<file path="src/rtl/math_adder_multicycle.sv">
// Sequential wide adder: sums WIDTH-bit operands CHUNK bits per clock through one N-bit adder.
// Optional signed-overflow output enabled by defining MATH_ADDER_MULTICYCLE_OVERFLOW_EN.

module math_adder_full_nbit #(
    parameter int N = 8
) (
    input  logic [N-1:0] a,
    input  logic [N-1:0] b,
    input  logic         c_in,
    output logic [N-1:0] sum,
    output logic         c_out
);
    logic [N:0] carry;

    assign carry[0] = c_in;

    generate
        for (genvar gi = 0; gi < N; gi++) begin : g_fa
            assign sum[gi]       = a[gi] ^ b[gi] ^ carry[gi];
            assign carry[gi + 1] = (a[gi] & b[gi]) | (carry[gi] & (a[gi] ^ b[gi]));
        end
    endgenerate

    assign c_out = carry[N];
endmodule

module math_adder_multicycle #(
    parameter int WIDTH = 32,
    parameter int CHUNK = 8
) (
    input  logic             i_clk,
    input  logic             i_rst_n,
    input  logic             i_valid,
    output logic             o_ready,
    input  logic [WIDTH-1:0] i_a,
    input  logic [WIDTH-1:0] i_b,
    input  logic             i_c,
    output logic             o_valid,
    input  logic             i_ready,
    output logic [WIDTH-1:0] o_sum,
    output logic             o_carry,
    output logic             o_busy
`ifdef MATH_ADDER_MULTICYCLE_OVERFLOW_EN
    ,
    output logic             o_overflow
`endif
);
    localparam int NUM_CHUNKS = WIDTH / ((CHUNK < 1) ? 1 : CHUNK);
    localparam int IDX_W      = (NUM_CHUNKS > 1) ? $clog2(NUM_CHUNKS) : 1;
    localparam logic [IDX_W-1:0] LAST_IDX = IDX_W'(NUM_CHUNKS - 1);

    generate
        if ((CHUNK < 1) || ((WIDTH % ((CHUNK < 1) ? 1 : CHUNK)) != 0)) begin : g_bad_cfg
            $error("math_adder_multicycle: WIDTH must be a positive multiple of CHUNK");
        end
    endgenerate

    typedef enum logic [1:0] {
        ST_IDLE,
        ST_RUN,
        ST_DONE
    } state_t;

    state_t             state_reg;
    logic [WIDTH-1:0]   a_reg;
    logic [WIDTH-1:0]   b_reg;
    logic               carry_reg;
    logic [IDX_W-1:0]   idx_reg;
    logic [WIDTH-1:0]   sum_next;

    logic [CHUNK-1:0]   a_chunk [NUM_CHUNKS];
    logic [CHUNK-1:0]   b_chunk [NUM_CHUNKS];
    logic [CHUNK-1:0]   adder_sum;
    logic               adder_cout;

    generate
        for (genvar gi = 0; gi < NUM_CHUNKS; gi++) begin : g_slice
            assign a_chunk[gi] = a_reg[gi*CHUNK +: CHUNK];
            assign b_chunk[gi] = b_reg[gi*CHUNK +: CHUNK];
        end
    endgenerate

    math_adder_full_nbit #(
        .N(CHUNK)
    ) u_adder (
        .a     (a_chunk[idx_reg]),
        .b     (b_chunk[idx_reg]),
        .c_in  (carry_reg),
        .sum   (adder_sum),
        .c_out (adder_cout)
    );

    // Merge the freshly computed slice into the partially built sum.
    always_comb begin
        sum_next = o_sum;
        for (int i = 0; i < NUM_CHUNKS; i++) begin
            if (idx_reg == IDX_W'(i)) begin
                sum_next[i*CHUNK +: CHUNK] = adder_sum;
            end
        end
    end

`ifdef MATH_ADDER_MULTICYCLE_OVERFLOW_EN
    logic overflow_next;
    // Carry into the MSB xor carry out of it; only meaningful on the last slice.
    assign overflow_next = a_reg[WIDTH-1] ^ b_reg[WIDTH-1] ^ adder_sum[CHUNK-1] ^ adder_cout;
`endif

    always_ff @(posedge i_clk or negedge i_rst_n) begin
        if (!i_rst_n) begin
            state_reg <= ST_IDLE;
            a_reg     <= '0;
            b_reg     <= '0;
            carry_reg <= 1'b0;
            idx_reg   <= '0;
            o_sum     <= '0;
            o_carry   <= 1'b0;
            o_valid   <= 1'b0;
            o_ready   <= 1'b1;
            o_busy    <= 1'b0;
`ifdef MATH_ADDER_MULTICYCLE_OVERFLOW_EN
            o_overflow <= 1'b0;
`endif
        end else begin
            case (state_reg)
                ST_IDLE: begin
                    if (i_valid) begin
                        a_reg     <= i_a;
                        b_reg     <= i_b;
                        carry_reg <= i_c;
                        idx_reg   <= '0;
                        o_sum     <= '0;
                        o_ready   <= 1'b0;
                        o_busy    <= 1'b1;
                        state_reg <= ST_RUN;
                    end
                end
                ST_RUN: begin
                    o_sum     <= sum_next;
                    carry_reg <= adder_cout;
                    if (idx_reg == LAST_IDX) begin
                        o_carry   <= adder_cout;
`ifdef MATH_ADDER_MULTICYCLE_OVERFLOW_EN
                        o_overflow <= overflow_next;
`endif
                        idx_reg   <= '0;
                        o_valid   <= 1'b1;
                        state_reg <= ST_DONE;
                    end else begin
                        idx_reg <= idx_reg + IDX_W'(1);
                    end
                end
                ST_DONE: begin
                    if (i_ready) begin
                        o_valid   <= 1'b0;
                        o_busy    <= 1'b0;
                        o_ready   <= 1'b1;
                        state_reg <= ST_IDLE;
                    end
                end
                default: begin
                    o_valid   <= 1'b0;
                    o_busy    <= 1'b0;
                    o_ready   <= 1'b1;
                    state_reg <= ST_IDLE;
                end
            endcase
        end
    end
endmodule

</file>
<file path="config.mk">
export PLATFORM = sky130hd
export DESIGN_NAME = math_adder_multicycle
export DESIGN_NICKNAME = d
export VERILOG_FILES = /design/src/rtl/math_adder_multicycle.sv
export SDC_FILE = /design/constraint.sdc
export NUM_CORES = 1
export LEC_CHECK = 0
export ABC_CLOCK_PERIOD_IN_PS = 4300
export CAP_MARGIN = 0
export CORE_MARGIN = 5
export CORE_UTILIZATION = 35
export CTS_BUF_LIST = sky130_fd_sc_hd__clkbuf_16
export DETAILED_ROUTE_END_ITERATION = 8
export PLACE_DENSITY = 0.64
export REMOVE_ABC_BUFFERS = 1
export SLEW_MARGIN = 20
export SYNTH_ARGS = -nofsm -noshare
export SYNTH_HDL_FRONTEND = slang
export SYNTH_SLANG_ARGS = --single-unit
</file>
<file path="constraint.sdc">
create_clock -name i_clk -period 4.3 [get_ports i_clk]
set_input_delay 0.43 -clock i_clk [delete_from_list [all_inputs] [get_ports i_clk]]
set_output_delay 0.43 -clock i_clk [all_outputs]
set_load 0.05 [all_outputs]
</file>
After elaboration in Yosys (flattened, before gate mapping). Index checks and enable logic that the tools add are counted.

Flip-flop bits (word level): 105. Input port bits: 69. Output and inout bits: 36. Word-level logic and storage cells: 111.

Add/subtract/negate cells: 1. Order comparisons: 1. Equal/unequal tests: 11. Mux-type cells: 29. Bitwise operators: 43. Reductions and logical operators: 13.

Operators by type and width (number): $mux W8 (8); $pmux W32 S2 (1); $bmux W8 S2 (2); $mux W32 (1); $reduce_and A3 Y1 (7); $and A1 B1 Y1 (16); $xor A1 B1 Y1 (16); $ne A2 B2 Y1 const B (6); $mux W2 (5); $pmux W1 S3 (3); $or A1 B1 Y1 (8); $eq A2 B2 Y1 const B (3); $mux W1 (6); $pmux W2 S3 (1); $reduce_and A2 Y1 (3); $eq A2 B1 Y1 const B (2); $logic_not A2 Y1 (2); $pmux W2 S2 (1); $ge A3 B3 Y1 const B (1); $not A2 Y3 (1); $add A2 B1 Y2 const B (1); $not A1 Y1 (2); $pmux W1 S2 (1); $reduce_bool A2 Y1 (1).

Depth between registers and ports, before layout. Gate-level depths: netlist of run 1.

Depth in word-level cells: 22. Depth in mapped cells: 20.

Cells and area by module. A second synthesis of run 1 with hierarchy kept.

Cell total of the unflattened synthesis: 369. Area, all modules: 4869.7 um2.

Modules (own cells, without submodules): math_adder_multicycle (instances 1, cells an instance 351, area an instance 4672.0 um2); math_adder_full_nbit (instances 1, cells an instance 18, area an instance 197.7 um2).

Least setup slack after synthesis of run 1. No wires, ideal clock.

Path type: register -> register. Start point: register idx_reg[0]. End point: register o_sum[7]. Library setup time: 87 ps. Data arrival time: 4047 ps. Required time: 4213 ps. Setup slack: 166 ps. Stages on the path, launching flop included: 20. Path buffers: 1. Clock period less this slack: 4134 ps. Cell sequence: dfrtp_1 -> buf_4 -> mux4_2 -> inv_1 -> fa_1 -> inv_1 -> fa_1 -> inv_1 -> fa_1 -> inv_1 -> fa_1 -> inv_1 -> fa_1 -> inv_1 -> fa_1 -> fa_1 -> inv_1 -> fa_1 -> nand2b_1 -> o211ai_1.

Longest elaborated chain between the ends: 22. Elaborated cells on any way between the ends: 42. Classes of those cells: eq/ne (1); mux (8); bitwise (31); reduce/logical (2).

RTL lines: from (decl) (line 68) `logic [IDX_W-1:0] idx_reg;`; from (signal assigned) (line 150) `idx_reg <= idx_reg + IDX_W'(1);`; $not A2 Y3 (not written as such) (line 86, 87); $bmux W8 S2, on equally long branches (line 86, 87); $mux W8, on equally long branches (2 in series) (line 86, 87); $xor A1 B1 Y1 (line 20) `assign carry[gi + 1] = (a[gi] & b[gi]) | (carry[gi] & (a[gi] ^ b[gi]));`; $and A1 B1 Y1 (line 20); $or A1 B1 Y1 (line 20); $and A1 B1 Y1 (line 20); $or A1 B1 Y1 (line 20); [... 5 more ...]; $or A1 B1 Y1 (line 20); $and A1 B1 Y1 (line 20); $or A1 B1 Y1 (line 20); $and A1 B1 Y1 (line 20); $or A1 B1 Y1 (line 20); $xor A1 B1 Y1 (line 19) `assign sum[gi] = a[gi] ^ b[gi] ^ carry[gi];`; $mux W8 (line 97) `if (idx_reg == IDX_W'(i)) begin`; $pmux W32 S2 (line 125) `case (state_reg)`; to (signal assigned) (line 139) `o_sum <= sum_next;`; to (decl) (line 40) `output logic [WIDTH-1:0] o_sum,`.

Several ways; a longest one is shown, not always the timed one. The select of a mux whose other input is x is not followed. A chain may end at the register's enable or synchronous reset.

Worst setup path in the final report of run 1.
Start point: register idx_reg[0]. End point: register o_sum[31].

The elaborated chain is that of the path after synthesis.

==> results of run 1 <==
-- Yosys cell counts, types with 2 or more instances --
master | count | share of area [%]
dfrtp_1 | 104 | 53
nand2_1 | 76 | 5.9
mux2_2 | 59 | 14
o211ai_1 | 32 | 4.9
inv_1 | 19 | 1.5
mux4_2 | 16 | 7.4
fa_1 | 8 | 3.3
buf_2 | 7 | 0.72
buf_6 | 7 | 1.6
nand2b_1 | 6 | 0.77
mux2_1 | 5 | 1.2
o21ai_0 | 5 | 0.51
a21oi_1 | 4 | 0.41
buf_4 | 4 | 0.62
ha_1 | 4 | 1.0
nor2b_1 | 4 | 0.51
buf_1 | 3 | 0.23
nor2_1 | 2 | 0.15
-- layout make-up --
cell class	instances	area [um^2]	share of cell area, %
flip-flops and latches	105	2630	40.9
multi-input cells	229	2030	31.5
repair buffers	114	1130	17.6
clock buffers	9	225	3.50
well taps	180	225	3.50
clock inverters	7	116	1.81
inverters	19	71.3	1.11
-- per-stage QoR --
step                hold WS (ns)  power, uW
finish                  -0.00210       5790
global route              0.0155       6270
CTS                        0.273       5810
detailed placement         0.474       4870
global placement           0.468       4760
floorplan                  0.134       3860
-- final timing paths --
check / startpoint / endpoint
setup reg to reg: idx_reg[0] / o_sum[31]
min in group i_clk: b_reg[21] / b_reg[21]
hold reg to reg: b_reg[21] / b_reg[21]
setup / recovery: idx_reg[0] / o_sum[31]
max in group asynchronous: i_rst_n / b_reg[17]
hold / removal: i_rst_n / b_reg[22]
-- power by group through the flow --
| stage | Sequential [uW] | Clock (uW) | Combinational [uW] |
|---|---|---|---|
| finish | 1790 | 930 | 3070 |
| global route | 1860 | 996 | 3420 |
| CTS | 1790 | 961 | 3060 |
| detailed placement | 1810 | 0 | 3060 |
| global placement | 1780 | 0 | 2970 |
| floorplan | 2210 | 0 | 1650 |
-- kinds of logic (layout without fill, tap and decap cells) --
kind of cell	Yosys count	in the layout
fa+ha+maj	12	12
compound gates	46	46
buf+inv	40	149
mux	80	80
simple gates	91	91
flops	105	105
-- what timing repair did --
item	in CTS	in global routing
setup buffers	0	1
gates resized for setup	1	7
pin swaps	0	1
setup endpoints to repair	4	4
-- metal layers --
metal	wire length, um	vias up	share of wire [%]	track usage (%)
met2	5230	81	48	22.7
li1	-	1504	-	-
met5	0	-	0	0
met4	96	0	0.88	3.56
met1	4790	1590	44	17.7
met3	761	6	7.0	5.21
==> metrics.txt, run 1 <==
Worst-Margin Slew=1.05 ns; HPWL after DPL=8060 um; I/O Buffers=104; max_slew headroom=30.0%; Crit. End Element=flop; Crit path arrival time=4.32 ns; Fin. Hold Viols=3; row cnt=43; share of layout cells above drive strength 1=23.4%; Worst Setup Start Kind=flop; CP max stage delay=0.52 ns; Area after DPL=0.00603 mm^2; Worst Path Required=4.56 ns; Synth Warn #=0; Routed WL=10900 um; later-pin clock latency in the skew report=0.35 ns; CTS tree=done; pwr dens=901 mW/mm^2; initial antenna violation count=0; sw power=2380 uW; die area=0.0164 mm^2; initial core utilization=35.3%; Finished Core Util=46.7%; area delta synth->final=32.1%; io pins=105; most used cell, CP=inv_1; Post-synth EDFFs=0; die width=128 um; DR DRC count=0; Core ar.=0.0138 mm^2; Slew Limit Fails=0; Synth Area in Compound Gates=6.79%; vias in the first global route=3485; adder-cell share of the synthesized area=4.32%; Post-synth ARST share=100%; CTS H-tree depth=3; Final Worst Setup Slack=0.236 ns; Hold Slack=-0.00210 ns; commonest non-fill, non-tap cells in the layout=dfrtp_1 (103), clkdlybuf4s50_1 (103), nand2_1 (76); Post-Syn Area per Cell=13.0 um^2; routed len/inst=16.4 um; post-layout instance area=0.00643 mm^2; Worst R2R Setup Slack=0.24 ns; Top delay family on crit path=adder cells; fin crit share=94.5%; FF+latch count, synth=105; hold_buf cts=0; CTS buffer count=9; vias=3181; slowest CP cell=mux4_2; crit path max fanout=5; n_diodes=0; Cell Chain, Critical Path=mux4_2 > inv_2 > fa_1 > inv_1 > fa_2 > inv_1 > fa_1 > inv_1 > fa_2 > inv_1 > fa_2 > inv_1 > fa_2 > fa_1 > inv_1 > fa_1 > nand2b_4 > o211ai_1; maxcap violations=0; largest family of logic cells by synthesized area=multiplexers; Total GRT Usage=14.0%; # clock sinks=105; Int Pwr=3410 uW; Final #Nets=559; XOR/XNOR Fraction of Synth Area=0%; largest net degree at the start of global routing=79; vias per inst=4.80; CP bufs+invs=7; clock network power share=16.1%; achievable frequency=0.246 GHz; Pleak=0.00262 uW; CTS Buffer Depth=2; failing checks=hold timing; crit path time final=4.06 ns; Root Buffer=clkbuf_16; cells after synthesis=374; setup_tns=0 ns; Worst Skew=0.00805 ns; filler cell count=1286; Unique masters post-synth=27; Final setup viols=0; cell area after synthesis=0.00487 mm^2; maximum VDD drop=0.000308 V; Reg power frac=30.9%; 1st-pass router iterations=4; total gr overflow=0; fraction of synthesized area in multiplexers=22.2%; CTS clk-pin slew, worst paths=0.07 ns; HP Class=in -> async; FF-to-FF path depth=18; combinational share of power=53.0%; final cell count without fillers=663; Synth Flop Type=dfrtp_1; dpl cells=645; post-synthesis simple-gate area fraction=8.00%; DRT iter0 DRCs=162; cell depth of the worst setup path=18; Final ANT Viol Nets=0; dpl ws=-0.00453 ns; outcome=finished with violations; Die Ht=128 um; gpl congestion=0.766; Sw Ratio=41.2%; WS Path Type=reg -> reg; sequential share of the synthesized area=54.0%; first-pass GRT wire length=17900 um
Power figures use the tool's default switching activity.
==> run 2, diff against run 1 <==
ABC_CLOCK_PERIOD_IN_PS = not set   (was 4300)
RECOVER_POWER = 25   (was not set)
==> run 2 against run 1 <==
The flow finishes with violations (capacitance limit, slew limit); non-clock buffer count is the same; maximum frequency is the same; clock-buffer cell count is the same; first-iteration DRC count is the same; wire length is essentially flat; final area shrank 0.29%; hold slack gained 0.40 ns; clock skew is the same; sequential power is essentially flat; core utilization shrank 0.14 points; highest routed layer unchanged; clock power is essentially flat.
==> metrics.txt, run 2 (same netlist as run 1, synthesis figures left out) <==
Final #Nets=559; gpl congestion=0.766; combinational share of power=53.0%; sw power=2380 uW; Slew Limit Fails=52; DRT iter0 DRCs=162; final cell count without fillers=663; maximum VDD drop=0.000308 V; total gr overflow=0; vias in the first global route=3485; vias per inst=4.80; # clock sinks=105; Sw Ratio=41.2%; crit path max fanout=5; CP max stage delay=0.52 ns; HP Class=in -> async; CTS tree=done; achievable frequency=0.246 GHz; most used cell, CP=inv_1; Cell Chain, Critical Path=mux4_2 > inv_2 > fa_1 > inv_1 > fa_2 > inv_1 > fa_1 > inv_1 > fa_2 > inv_1 > fa_2 > inv_1 > fa_2 > fa_1 > inv_1 > fa_1 > nand2b_4 > o211ai_1; vias=3182; filler cell count=1289; Pleak=0.00262 uW; Top delay family on crit path=adder cells; WS Path Type=reg -> reg; Worst Setup Start Kind=flop; Crit. End Element=flop; Worst Skew=0.00805 ns; n_diodes=0; maxcap violations=1; CTS H-tree depth=3; first-pass GRT wire length=17900 um; later-pin clock latency in the skew report=0.35 ns; Int Pwr=3410 uW; Crit path arrival time=4.32 ns; Root Buffer=clkbuf_16; initial antenna violation count=0; dpl cells=645; Final ANT Viol Nets=0; commonest non-fill, non-tap cells in the layout=dfrtp_1 (103), clkdlybuf4s50_1 (103), nand2_1 (76); CTS clk-pin slew, worst paths=0.07 ns; largest net degree at the start of global routing=79; row cnt=43; die width=128 um; pwr dens=903 mW/mm^2; fin crit share=94.5%; max_slew headroom=-49.3%; CTS buffer count=9; 1st-pass router iterations=4; clock network power share=16.1%; hold_buf cts=0; routed len/inst=16.4 um; share of layout cells above drive strength 1=23.0%; area delta synth->final=31.8%; io pins=105; Die Ht=128 um; slowest CP cell=mux4_2; HPWL after DPL=8060 um; Fin. Hold Viols=0; outcome=finished with violations; CP bufs+invs=7; Worst-Margin Slew=2.24 ns; I/O Buffers=104; crit path time final=4.06 ns; DR DRC count=0; Worst Path Required=4.56 ns; Total GRT Usage=14.0%; initial core utilization=35.3%; CTS Buffer Depth=2; Hold Slack=0.399 ns; Routed WL=10900 um; failing checks=capacitance limit, slew limit; die area=0.0164 mm^2; Core ar.=0.0138 mm^2; Final setup viols=0; Reg power frac=31.0%
## run 2: changes by cell type in the layout (fill, tap and decap cells not counted), sizes merged
cell / delta
buf: -2
clkbuf: +1
dlymetal6s4s: +1
## run 2: area by class of cell
| type | count | area [um^2] | share of cell area [%] |
|---|---|---|---|
| Timing Repair Buffer | 114 | 1110 | 17.4 |
| Clock buffer | 9 | 225 | 3.51 |
| Multi-Input combinational cell | 229 | 2030 | 31.6 |
| Tap cell | 180 | 225 | 3.51 |
| Inverter | 19 | 71.3 | 1.11 |
| Sequential cell | 105 | 2630 | 41.0 |
| Clock inverter | 7 | 116 | 1.81 |
## run 2: final timing paths
path / slack (ns) / start / endpoint / cells past startpoint
min in group i_clk: 0.49 / b_reg[21] / b_reg[21] / 1
worst max register to register: 0.24 / idx_reg[0] / o_sum[31] / 18
max in group asynchronous: 1.01 / i_rst_n / o_sum[26] / 2
worst min-delay path: 0.40 / i_rst_n / b_reg[22] / 1
worst min register to register: 0.49 / b_reg[21] / b_reg[21] / 1
worst max-delay path: 0.24 / idx_reg[0] / o_sum[31] / 18
## run 2: layer usage
metal	share of wire, %	GRT usage (%)	vias up
li1	-	-	1504
met4	0.88	3.56	0
met2	48	22.7	81
met3	7.0	5.21	6
met1	44	17.7	1591
met5	0	0	-
## run 2: power groups by stage
stage | clock [uW] | combinational (uW) | sequential, uW
floorplan | 0 | 1650 | 2210
global placement | 0 | 2970 | 1780
detailed placement | 0 | 3060 | 1810
CTS | 961 | 3060 | 1790
global route | 996 | 3420 | 1860
finish | 930 | 3070 | 1790
## run 2: stage by stage
step	setup WS, ns	utilization, %	total power (uW)	setup TNS [ns]	instance area (um^2)
detailed placement	-0.00453	43.8	4870	-0.00668	6030
floorplan	-0.295	-	3860	-1.19	4710
finish	0.236	46.5	5790	0	6410
global placement	0.0709	43.8	4760	0	6030
CTS	0.0268	46.3	5810	0	6380
global route	-0.00323	46.5	6270	-0.00323	6410
## run 2: timing repair
| action | in CTS | in global routing |
|---|---|---|
| endpoints found under the setup margin | 4 | 4 |
| buffers inserted | 0 | 1 |
| resized for setup | 1 | 7 |
| pin swaps | 0 | 1 |
==> run 3, diff against run 2 <==
HOLD_SLACK_MARGIN = 0.06   (was not set)
PLACE_DENSITY = 0.62   (was 0.64)
clock period = 3.9 ns   (was 4.3 ns; I/O delays follow)
==> run 3 against run 2 <==
The run ends with capacitance limit, slew limit, setup timing left; total power up 11%; final area about the same; sequential share of layout area about the same; clock power up 4.2%; maximum frequency up 1.1%; via count up 2.1%; clock skew down 0.0016 ns; global-route usage up 0.16 points; largest power group unchanged; core utilization about the same; combinational power up 13%; first-iteration DRC count up 4.9%.
==> metrics.txt, run 3 (same netlist as run 1, synthesis figures left out) <==
area delta synth->final=31.7%; Int Pwr=3740 uW; HPWL after DPL=8330 um; combinational share of power=54.0%; Crit path arrival time=4.28 ns; final cell count without fillers=665; failing checks=capacitance limit, slew limit, setup timing; Crit. End Element=flop; Final ANT Viol Nets=0; max_slew headroom=-31.7%; Worst R2R Setup Slack=-0.12 ns; clock network power share=15.1%; crit path time final=4.02 ns; DRT iter0 DRCs=170; highest metal used=met4; Cell Chain, Critical Path=mux4_2 > inv_2 > fa_2 > inv_2 > fa_2 > inv_2 > fa_2 > inv_2 > fa_2 > inv_2 > fa_2 > inv_2 > fa_2 > fa_2 > inv_2 > fa_1 > nand2b_4 > o211ai_1; initial core utilization=35.3%; crit path max fanout=4; CP max stage delay=0.52 ns; Root Buffer=clkbuf_16; initial antenna violation count=0; n_diodes=0; first-pass GRT wire length=18000 um; io pins=105; maximum VDD drop=0.000331 V; metal2 WL=5330 um; outcome=finished with violations; HP Class=reg -> reg; setup bufs post-CTS=0; Slew Limit Fails=81; WS Path Type=reg -> reg; DR WL met3=686 um; share of layout cells above drive strength 1=25.8%; Total GRT Usage=14.1%; total gr overflow=0; sw power=2660 uW; Routed WL=11100 um; I/O Buffers=104; maxcap violations=1; Fin. Hold Viols=0; Worst-Margin Slew=1.97 ns; CTS tree=done; Worst Skew=0.00641 ns; CTS buffer count=9; Reg power frac=30.8%; Worst Path Required=4.16 ns; 1st-pass router iterations=4; pwr dens=1000 mW/mm^2; die area=0.0164 mm^2; CP bufs+invs=7; achievable frequency=0.249 GHz; routed len/inst=16.7 um; die width=128 um; vias per inst=4.89; Worst Setup Start Kind=flop; fin crit share=103%; commonest non-fill, non-tap cells in the layout=dfrtp_1 (103), clkdlybuf4s50_1 (103), nand2_1 (76); CTS clk-pin slew, worst paths=0.07 ns; # clock sinks=105; hold_buf cts=0; CTS H-tree depth=3; later-pin clock latency in the skew report=0.35 ns; Core ar.=0.0138 mm^2; slowest CP cell=mux4_2; vias in the first global route=3479; row cnt=43; Sw Ratio=41.6%; gpl congestion=0.785; Top delay family on crit path=adder cells; Pleak=0.00261 uW; CTS Buffer Depth=2; vias=3249; Finished Core Util=46.5%; largest net degree at the start of global routing=81; dpl cells=649; Final #Nets=561; unrepaired setup endpoints after global routing=yes; Final Worst Setup Slack=-0.121 ns; Die Ht=128 um; met1 WL=4890 um; DR DRC count=0; Final setup viols=4
## run 3: repair_timing
| action | CTS | global route |
|---|---|---|
| resized for setup | 17 | 0 |
| endpoints found under the setup margin | 8 | 9 |
| pin swaps | 3 | 6 |
## run 3: final cells by class
| type | instances | area, um^2 |
|---|---|---|
| fillers | 1289 | 7360 |
| well taps | 180 | 225 |
| multi-input cells | 229 | 2040 |
| clock inverters | 7 | 95.1 |
| clock buffers | 9 | 225 |
| flip-flops and latches | 105 | 2630 |
| inverters | 19 | 71.3 |
| repair buffers | 116 | 1130 |
## run 3: through the flow
step	hold WS [ns]	worst slack (ns)	setup TNS, ns	power, uW	instance area [um^2]
5_1_grt	0.513	-0.296	-1.23	6890	6410
2_1_floorplan	0.0944	-0.695	-4.55	4250	4710
3_3_place_gp	0.468	-0.300	-1.19	5260	6060
3_5_place_dp	0.471	-0.393	-1.59	5390	6060
4_1_cts	0.254	-0.162	-0.585	6490	6410
6_report	0.486	-0.121	-0.444	6410	6410
## run 3: final timing paths
kind                            start         end  depth (start not counted)
max in group asynchronous     i_rst_n  idx_reg[0]                          1
min in group asynchronous     i_rst_n   a_reg[26]                          1
min                         a_reg[17]   a_reg[17]                          1
min reg2reg                 a_reg[17]   a_reg[17]                          1
max reg2reg                idx_reg[0]   o_sum[23]                         18
max                        idx_reg[0]   o_sum[23]                         18
## run 3: worst register-to-register path: cells and delay by family, from the launching register on
family,cells,cell delay [ns]
compound gates,1,0.19
simple gates,1,0.16
flops,1,0.42
fa+ha+maj,8,2.27
mux,1,0.52
buf+inv,7,0.37
## run 3: power by group through the flow
stage | clock (uW) | sequential (uW) | combinational, uW
2_1_floorplan | 0 | 2440 | 1820
3_3_place_gp | 0 | 1980 | 3280
3_5_place_dp | 0 | 2000 | 3390
4_1_cts | 990 | 1980 | 3520
5_1_grt | 1030 | 2060 | 3800
6_report | 969 | 1980 | 3460
## run 3: routing by layer
metal	GRT usage [%]	up-vias
met5	0	-
met3	4.04	18
li1	-	1515
met1	18.4	1627
met4	5.31	0
met2	22.5	89
